### config.mk
export PLATFORM = sky130hd
export DESIGN_NAME = stream_mux_4x1_flat
export DESIGN_NICKNAME = d
export VERILOG_FILES = /design/src/rtl/stream_mux_4x1_pkg.sv /design/src/rtl/stream_mux_4x1_if.sv /design/src/rtl/stream_mux_4x1_rr_arb4.sv /design/src/rtl/stream_mux_4x1.sv /design/src/flat_wrapper.sv
export SDC_FILE = /design/constraint.sdc
export NUM_CORES = 1
export LEC_CHECK = 0
export ABC_AREA = 1
export BUFFER_PORTS_ARGS = -buffer_cell sky130_fd_sc_hd__buf_4
export CORE_MARGIN = 3
export CORE_UTILIZATION = 45
export CTS_BUF_LIST = sky130_fd_sc_hd__clkbuf_16
export CTS_CLUSTER_DIAMETER = 120
export DETAILED_ROUTE_END_ITERATION = 7
export PLACE_DENSITY = 0.8
export SLEW_MARGIN = 20
export SYNTH_ARGS = -nofsm -noshare
export SYNTH_HDL_FRONTEND = slang
export SYNTH_HIERARCHICAL = 1
export SYNTH_SLANG_ARGS = --single-unit
export TNS_END_PERCENT = 50
### constraint.sdc
create_clock -name clk -period 2.3 [get_ports clk]
set_input_delay 0.46 -clock clk [delete_from_list [all_inputs] [get_ports clk]]
set_output_delay 0.46 -clock clk [all_outputs]
set_load 0.01 [all_outputs]
### src/rtl/stream_mux_4x1_pkg.sv
// Shared constants and types for the 4:1 stream multiplexer.
package stream_mux_pkg;
  localparam int NCH  = 4;
  localparam int TAGW = 2;

  typedef logic [TAGW-1:0] ch_t;

  localparam ch_t PTR_RST = 2'd3;
endpackage

### src/rtl/stream_mux_4x1_if.sv
// Lane/output handshake bundle: four producer lanes in, one tagged stream out.
interface stream_mux_4x1_if #(parameter int DW = 8);
  logic          mode, s1, s0;
  logic [DW-1:0] i0, i1, i2, i3;
  logic          v0, v1, v2, v3;
  logic          r0, r1, r2, r3;
  logic [DW-1:0] y;
  logic          y_vld, y_rdy;
  logic [1:0]    ch;

  modport master (
    output mode, s1, s0, i0, i1, i2, i3, v0, v1, v2, v3, y_rdy,
    input  r0, r1, r2, r3, y, y_vld, ch
  );

  modport slave (
    input  mode, s1, s0, i0, i1, i2, i3, v0, v1, v2, v3, y_rdy,
    output r0, r1, r2, r3, y, y_vld, ch
  );
endinterface

### src/rtl/stream_mux_4x1_rr_arb4.sv
// Combinational 4-way arbiter: round-robin from ptr+1, or fixed select.
module rr_arb4
  import stream_mux_pkg::*;
(
  input  logic [NCH-1:0] req,
  input  ch_t            ptr,
  input  logic           mode,
  input  ch_t            sel,
  output ch_t            gnt,
  output logic           gnt_vld
);
  always_comb begin
    gnt     = sel;
    gnt_vld = 1'b0;
    if (mode) begin
      gnt_vld = req[sel];
    end else begin
      // Walk farthest-to-nearest so the lane closest after ptr overwrites last.
      for (int k = NCH; k >= 1; k--) begin
        if (req[ptr + ch_t'(k)]) begin
          gnt     = ptr + ch_t'(k);
          gnt_vld = 1'b1;
        end
      end
    end
  end
endmodule

### src/rtl/stream_mux_4x1.sv
// Registered 4:1 stream mux with round-robin or fixed-select arbitration and a source tag.
module stream_mux_4x1
  import stream_mux_pkg::*;
#(
  parameter int DW = 8
) (
  input  logic              clk,
  input  logic              rst,
  stream_mux_4x1_if.slave   bus
);
  logic [NCH-1:0][DW-1:0] lane_d;
  logic [NCH-1:0]         req, rdy;
  ch_t                    ptr, gnt, ch_q;
  logic                   gnt_vld, load, y_vld_q;
  logic [DW-1:0]          y_q;

  assign lane_d = {bus.i3, bus.i2, bus.i1, bus.i0};
  assign req    = {bus.v3, bus.v2, bus.v1, bus.v0};
  assign load   = !y_vld_q || bus.y_rdy;

  rr_arb4 u_arb (
    .req     (req),
    .ptr     (ptr),
    .mode    (bus.mode),
    .sel     ({bus.s1, bus.s0}),
    .gnt     (gnt),
    .gnt_vld (gnt_vld)
  );

  // Ready is one-hot on the granted lane; gnt_vld already implies that lane is valid.
  for (genvar n = 0; n < NCH; n++) begin : g_rdy
    assign rdy[n] = !rst && load && gnt_vld && (gnt == ch_t'(n));
  end

  always_ff @(posedge clk) begin
    if (rst) begin
      y_q     <= '0;
      ch_q    <= '0;
      y_vld_q <= 1'b0;
      ptr     <= PTR_RST;
    end else if (load) begin
      if (gnt_vld) begin
        y_q     <= lane_d[gnt];
        ch_q    <= gnt;
        y_vld_q <= 1'b1;
        if (!bus.mode) ptr <= gnt;
      end else begin
        y_vld_q <= 1'b0;
      end
    end
  end

  assign bus.r0    = rdy[0];
  assign bus.r1    = rdy[1];
  assign bus.r2    = rdy[2];
  assign bus.r3    = rdy[3];
  assign bus.y     = y_q;
  assign bus.ch    = ch_q;
  assign bus.y_vld = y_vld_q;
endmodule

### src/flat_wrapper.sv
// flat-port wrapper written by rule: the top's interface ports become plain ports
module stream_mux_4x1_flat import stream_mux_pkg::*;
#(
  parameter int DW = 8
)
  (clk, rst, bus_mode, bus_s1, bus_s0, bus_i0, bus_i1, bus_i2, bus_i3, bus_v0, bus_v1, bus_v2, bus_v3, bus_y_rdy, bus_r0, bus_r1, bus_r2, bus_r3, bus_y, bus_y_vld, bus_ch);
  stream_mux_4x1_if #(.DW(DW)) bus_i ();
  input  logic clk;
  input  logic rst;
  input wire logic [$bits(bus_i.mode)-1:0] bus_mode;
  input wire logic [$bits(bus_i.s1)-1:0] bus_s1;
  input wire logic [$bits(bus_i.s0)-1:0] bus_s0;
  input wire logic [$bits(bus_i.i0)-1:0] bus_i0;
  input wire logic [$bits(bus_i.i1)-1:0] bus_i1;
  input wire logic [$bits(bus_i.i2)-1:0] bus_i2;
  input wire logic [$bits(bus_i.i3)-1:0] bus_i3;
  input wire logic [$bits(bus_i.v0)-1:0] bus_v0;
  input wire logic [$bits(bus_i.v1)-1:0] bus_v1;
  input wire logic [$bits(bus_i.v2)-1:0] bus_v2;
  input wire logic [$bits(bus_i.v3)-1:0] bus_v3;
  input wire logic [$bits(bus_i.y_rdy)-1:0] bus_y_rdy;
  output wire logic [$bits(bus_i.r0)-1:0] bus_r0;
  output wire logic [$bits(bus_i.r1)-1:0] bus_r1;
  output wire logic [$bits(bus_i.r2)-1:0] bus_r2;
  output wire logic [$bits(bus_i.r3)-1:0] bus_r3;
  output wire logic [$bits(bus_i.y)-1:0] bus_y;
  output wire logic [$bits(bus_i.y_vld)-1:0] bus_y_vld;
  output wire logic [$bits(bus_i.ch)-1:0] bus_ch;
  assign bus_i.mode = bus_mode;
  assign bus_i.s1 = bus_s1;
  assign bus_i.s0 = bus_s0;
  assign bus_i.i0 = bus_i0;
  assign bus_i.i1 = bus_i1;
  assign bus_i.i2 = bus_i2;
  assign bus_i.i3 = bus_i3;
  assign bus_i.v0 = bus_v0;
  assign bus_i.v1 = bus_v1;
  assign bus_i.v2 = bus_v2;
  assign bus_i.v3 = bus_v3;
  assign bus_i.y_rdy = bus_y_rdy;
  assign bus_r0 = bus_i.r0;
  assign bus_r1 = bus_i.r1;
  assign bus_r2 = bus_i.r2;
  assign bus_r3 = bus_i.r3;
  assign bus_y = bus_i.y;
  assign bus_y_vld = bus_i.y_vld;
  assign bus_ch = bus_i.ch;
  stream_mux_4x1 #(.DW(DW)) u_core (.clk(clk), .rst(rst), .bus(bus_i));
endmodule
Word-level counts from Yosys, hierarchy flattened
Cells that the tools add are included.
{"block": "totals", "reg_bits": 13, "output_inout_bits": 15, "word_cells": 52, "input_bits": 42}
{"block": "op_classes", "bitwise": 1, "eq_ne": 3, "reduce_logical": 12, "mux": 23, "n_lt_le_gt_ge": 6, "add_sub_neg": 3}
{"op": "$lt 2x3->1 const B", "n": 6}
{"op": "$bmux 8 s2", "n": 1}
{"op": "$mux 1", "n": 11}
{"op": "$bmux 1 s2", "n": 5}
{"op": "$mux 2", "n": 5}
{"op": "$mux 8", "n": 1}
{"op": "$logic_and 1x1->1", "n": 6}
{"op": "$add 2x2->2 const B", "n": 2}
{"op": "$eq 2x2->1 const B", "n": 2}
{"op": "$reduce_and 3->1", "n": 1}
{"op": "$add 2x1->2 const B", "n": 1}
{"op": "$eq 2x1->1 const B", "n": 1}
{"op": "$logic_not 1->1", "n": 2}
{"op": "$logic_not 2->1", "n": 1}
{"op": "$reduce_and 2->1", "n": 1}
{"op": "$logic_or 1x1->1", "n": 1}
{"op": "$not 1->1", "n": 1}

Depth between registers and ports, before layout
{"block": "depth", "depth_word": 9, "mapped_depth": 16, "mapped_depth_nobuf": 16}

By module
Netlist, hierarchy kept.
{"mod": "stream_mux_4x1", "instances": 1, "cells_each": 136, "seq_area_each_um2": 260.2, "area_each_um2": 799.5}
{"mod": "rr_arb4", "instances": 1, "cells_each": 66, "seq_area_each_um2": 0.0, "area_each_um2": 296.5}

Worst setup path before layout
OpenSTA, ideal clock, no wires.
{"block": "synth_timing", "path_type": "reg-to-output", "from": "register u_core.ptr[0]", "to": "output port bus_r2", "n_path_buf": 0, "path_slack_ps": 201, "t_arrival_ps": 1639, "stages_incl_launch_ff": 11, "required_time_ps": 1840, "cell_sequence": "dfxtp_1 inv_2 nand2_1 nand3_2 nand2_1 nand3_1 nand3_1 nand3_1 a21oi_1 inv_2 nor3_1"}
{"block": "synth_between", "elab_chain_cells": 9, "elab_cells_between_ends": 24, "cone_classes": "add/sub: 3; eq/ne: 1; mux: 18; reduce/logical: 2"}
{"element": "from (decl)", "line": "stream_mux_4x1.sv:13", "text": "ch_t ptr, gnt, ch_q;"}
{"element": "from (signal assigned)", "line": "stream_mux_4x1.sv:46", "text": "if (!bus.mode) ptr <= gnt;"}
{"element": "$add 2x2->2 or $bmux 1 s2 (tied branches)", "line": "stream_mux_4x1_rr_arb4.sv:20, stream_mux_4x1_rr_arb4.sv:21"}
{"element": "$bmux 1 s2 or $mux 1 (tied branches)", "line": "stream_mux_4x1_rr_arb4.sv:20", "text": "if (req[ptr + ch_t'(k)]) begin"}
{"element": "$mux 1 (not written as such) or $mux 2 (tied branches)", "line": "stream_mux_4x1_rr_arb4.sv:20"}
{"element": "$mux 2 (2 in series)", "line": "stream_mux_4x1_rr_arb4.sv:20"}
{"element": "$mux 2 (*)", "line": "stream_mux_4x1_rr_arb4.sv:20"}
{"element": "$mux 2 (*)", "line": "stream_mux_4x1_rr_arb4.sv:15", "text": "if (mode) begin"}
{"element": "net u_core.gnt[1]", "line": "stream_mux_4x1.sv:13"}
{"element": "$eq 2x2->1 (*)", "line": "stream_mux_4x1.sv:32", "text": "assign rdy[n] = !rst && load && gnt_vld && (gnt == ch_t'(n));"}
{"element": "$logic_and 1x1->1 (*)", "line": "stream_mux_4x1.sv:32"}
{"element": "to (decl)", "line": "flat_wrapper.sv:24", "text": "output wire logic [$bits(bus_i.r2)-1:0] bus_r2;"}
Mark *: on every way through the listed nets, which the timed path passes. The rest lies on a longest branch. The select of a mux whose other input is x is not followed.

Worst setup path in the final report
{"block": "layout_timing", "from": "register u_core.ptr[1]", "to": "output port bus_r3"}
{"block": "layout_between", "elab_chain_cells": 9, "elab_cells_between_ends": 24, "cone_classes": "add/sub: 3; eq/ne: 1; mux: 18; reduce/logical: 2"}
{"element": "$add 2x2->2 or $bmux 1 s2 (tied branches)", "line": "stream_mux_4x1_rr_arb4.sv:20"}
{"element": "$bmux 1 s2 or $mux 1 (tied branches)", "line": "stream_mux_4x1_rr_arb4.sv:20"}
{"element": "$mux 1 (not written as such) or $mux 2 (tied branches)", "line": "stream_mux_4x1_rr_arb4.sv:20"}
{"element": "$mux 2 (2 in series)", "line": "stream_mux_4x1_rr_arb4.sv:20"}
{"element": "$mux 2 (*)", "line": "stream_mux_4x1_rr_arb4.sv:20"}
{"element": "$mux 2 (*)", "line": "stream_mux_4x1_rr_arb4.sv:15"}
{"element": "net u_core.gnt[0]", "line": "stream_mux_4x1.sv:13"}
{"element": "$eq 2x2->1 (*)", "line": "stream_mux_4x1.sv:32"}
{"element": "$logic_and 1x1->1 (*)", "line": "stream_mux_4x1.sv:32"}
{"element": "to (decl)", "line": "flat_wrapper.sv:25", "text": "output wire logic [$bits(bus_i.r3)-1:0] bus_r3;"}
Marks and branches as above.

==> results.yml <==
logic_synthesis:
  yosys_warnings: 6
  ys_top_cells_by_count: "nand2_1 (68), nand3_1 (44), inv_1 (22)"
  synth_area_um2: 1100
  ys_async_sr_fraction_pct: 0
  syn_area_per_cell_um2: 5.43
  synth_top_area_cell: "dfxtp_1"
  ys_ff_latch: 13
  syn_inst: 202
  synth-edff-count: 0
  ys_seq_area_share_pct: 23.7
  yosysMostFrequentCell: "nand2_1"
  synthTopCellsByArea: "dfxtp_1 (24%), nand2_1 (23%), nand3_1 (20%)"
  yosysTopAreaCellShare_pct: 23.7
  synth_cell_types: 18
  synth_ff_type: "dfxtp_1"
  synth_nets: 244
detailed_routing:
  topRoutingLayerUsed: "met4"
  wl_per_cell_um: 13.1
  wl_um: 3910
  postRouteAntennaNets: 0
  wl_met2_um: 1800
  vias_per_cell: 5.18
  drt-met1-wl_um: 1600
  dr_wl_met3_um: 389
  firstDrtPassIters: 4
  drc: 0
  drt-initial-drc-count: 66
  vias: 1549
sta:
  skew_ps: 2.04
  setup_viol: 4
  finalWorstSetupSlack_ps: -156
  slew_violations: 0
  period_share_pct: 107
  rsz0062_at_grt: "true"
  max_freq_mhz: 407
  worst_pin_slew_ps: 375
  slew_headroom_pct: 74.9
  hold_viol: 0
  period_needed_ps: 2460
  fin_hold_ws_ps: 406
worst_setup_path:
  critPathTopFamily: "simple AND/OR/NAND/NOR gates"
  cp_num_cells: 11
  start_kind: "register"
  critPathKind: "reg -> out"
  worstSetupEndpointType: "primary output"
  crit_required_ps: 1840
  cpMostUsedCell: "nand2_2"
  arrival_ps: 2000
  worst_path_largest_cell_delay_ps: 420
  critPathMaxFanout: 6
  ff2ff_path_depth: 15
  crit_buf_inv: 3
  worstPathCellList: "inv_4, nand2_1, nand2_2, nand2_2, nand2_2, nor2_1, a21oi_2, a21oi_4, inv_2, nor3_2, buf_4"
  crit_slowest_cell: "dfxtp_2"
hold_path:
  hp-class: "in -> reg"
  hold_path_depth: 2
clocking:
  insertion_delay_ps: 240
  hold_buffers: 0
  cts_max_level: 1
  cts_root_buf: "clkbuf_16"
  clockBufferDepth: 2
  clkSinkCount: 13
  cts-buffers-inserted: 3
  clk_pin_slew_ps: 40
  cts_tree: "done"
pwr:
  power.leakage_uw: 0.000994
  cellPowerDensity_nw_per_um2: 659
  peakVddDrop_mv: 0.433
  finalPower_uw: 1210
floorplan:
  die_area_um2: 3060
  dieHeight_um: 55.4
  rows: 17
  start_util_pct: 48.6
  die_w_um: 55.4
  core_area_um2: 2250
  ioPinCount: 57
global_routing:
  grt_overflow_total: 0
  grt_pass1_vias: 1363
  grt_usage_pct: 24.7
  grt_max_degree: 15
  grt_pass1_wl_um: 6210
  antenna_found_initial: 0
flow_run:
  drv_cap: 0
layout:
  final_cell_count_no_fill: 299
  antenna_cells: 0
  fin_area_um2: 1830
  area_delta_synth_final_pct: 66.9
  fillers: 176
  drive_gt1_share_pct: 41.7
  finalNetCount: 314
run_status:
  violations: "setup timing"
  status: "finished, violations left"
placed_design:
  place_area_um2: 1600
  place_inst: 290
  port_buffers: 56
  gp_congestion: 0.936
  hpwlAfterDp_um: 2730
==> final timing paths <==
path,endpoint,start,slack [ps]
setup / recovery,bus_r3,u_core/ptr[1]$_SDFFE_PP1P_,-160
hold / removal,u_core/bus.ch[1]$_SDFFE_PP0P_,rst,410
setup reg to reg,u_core/bus.y[0]$_SDFFE_PP0P_,u_core/ptr[1]$_SDFFE_PP1P_,150
hold reg to reg,u_core/bus.ch[1]$_SDFFE_PP0P_,u_core/bus.ch[1]$_SDFFE_PP0P_,460
==> routing by layer <==
| metal | vias to the layer above | GRT usage [%] |
|---|---|---|
| met4 | 0 | 9.03 |
| met3 | 14 | 3.97 |
| li1 | 777 | - |
| met5 | - | 0 |
| met1 | 671 | 32.2 |
| met2 | 87 | 40.5 |
==> cells by family after synthesis <==
group | Yosys count | synth area share (%)
flip-flops | 13 | 23.7
AO/OA/AOI/OAI | 13 | 7.65
AND/OR/NAND/NOR | 144 | 56.8
buffers and inverters | 32 | 11.8
==> what timing repair did <==
action                     CTS  global route
setup endpoints to repair    4             8
pin swaps                   11             7
gates resized for setup     26             8
buffers inserted             2             3
hold endpoints to repair     0             0
==> cell type report <==
type                       count  area [um2]  area share [%]
sequential                    13         265            14.5
inverter                      26         103            5.61
clock buffer                   3        75.1            4.10
clock inverter                 1        3.75           0.205
tap                           28        35.0            1.92
multi-input combinational    157         811            44.3
timing repair buffer          71         537            29.3
==> flip-flops by register name, indices dropped and copies added (netlist names) <==
name              count
u_core/bus.y          8
u_core/bus.ch         2
u_core/ptr            2
u_core/bus.y_vld      1
==> power breakdown <==
part | switching, uW | internal [uW]
Combinational | 336 | 262
Sequential | 26.2 | 262
Clock | 90.5 | 229
==> worst reg2reg max path, stage by stage (launching register included) <==
cell and delay (ps):
dfxtp_2 420, inv_4 80, nand2_1 110, nand2_2 90
nand2_2 90, nand2_2 70, nor2_1 160, a21oi_2 100
a21oi_4 220, buf_4 150, buf_4 200, nor2_4 90
nand2_1 70, nand2_1 60, nor2_1 100, nor2_1 40
==> through the flow <==
step,worst slack (ps),utilization (%),setup TNS (ps)
2_1_floorplan,201,-,0
3_3_place_gp,-9.67,70.8,-17.2
3_5_place_dp,-93.5,70.8,-134
4_1_cts,-103,78.6,-282
5_1_grt,-288,81.1,-1070
6_report,-156,81.1,-457
==> cells in the final DEF (no fill, tap or decap), types with 2 or more instances in the layout <==
master | netlist | layout
nand2_2 | 5 | 15
nor3_2 | 0 | 5
clkbuf_16 | 0 | 3
inv_2 | 4 | 4
o21ai_0 | 2 | 2
nand2_1 | 68 | 56
buf_4 | 1 | 70
nand2_4 | 0 | 2
nor2_1 | 20 | 20
nand3_2 | 1 | 4
inv_4 | 0 | 2
a21oi_1 | 8 | 7
dfxtp_1 | 13 | 11
a21oi_4 | 1 | 2
nand3_1 | 44 | 41
inv_1 | 22 | 21
Power figures use the tool's default switching activity.
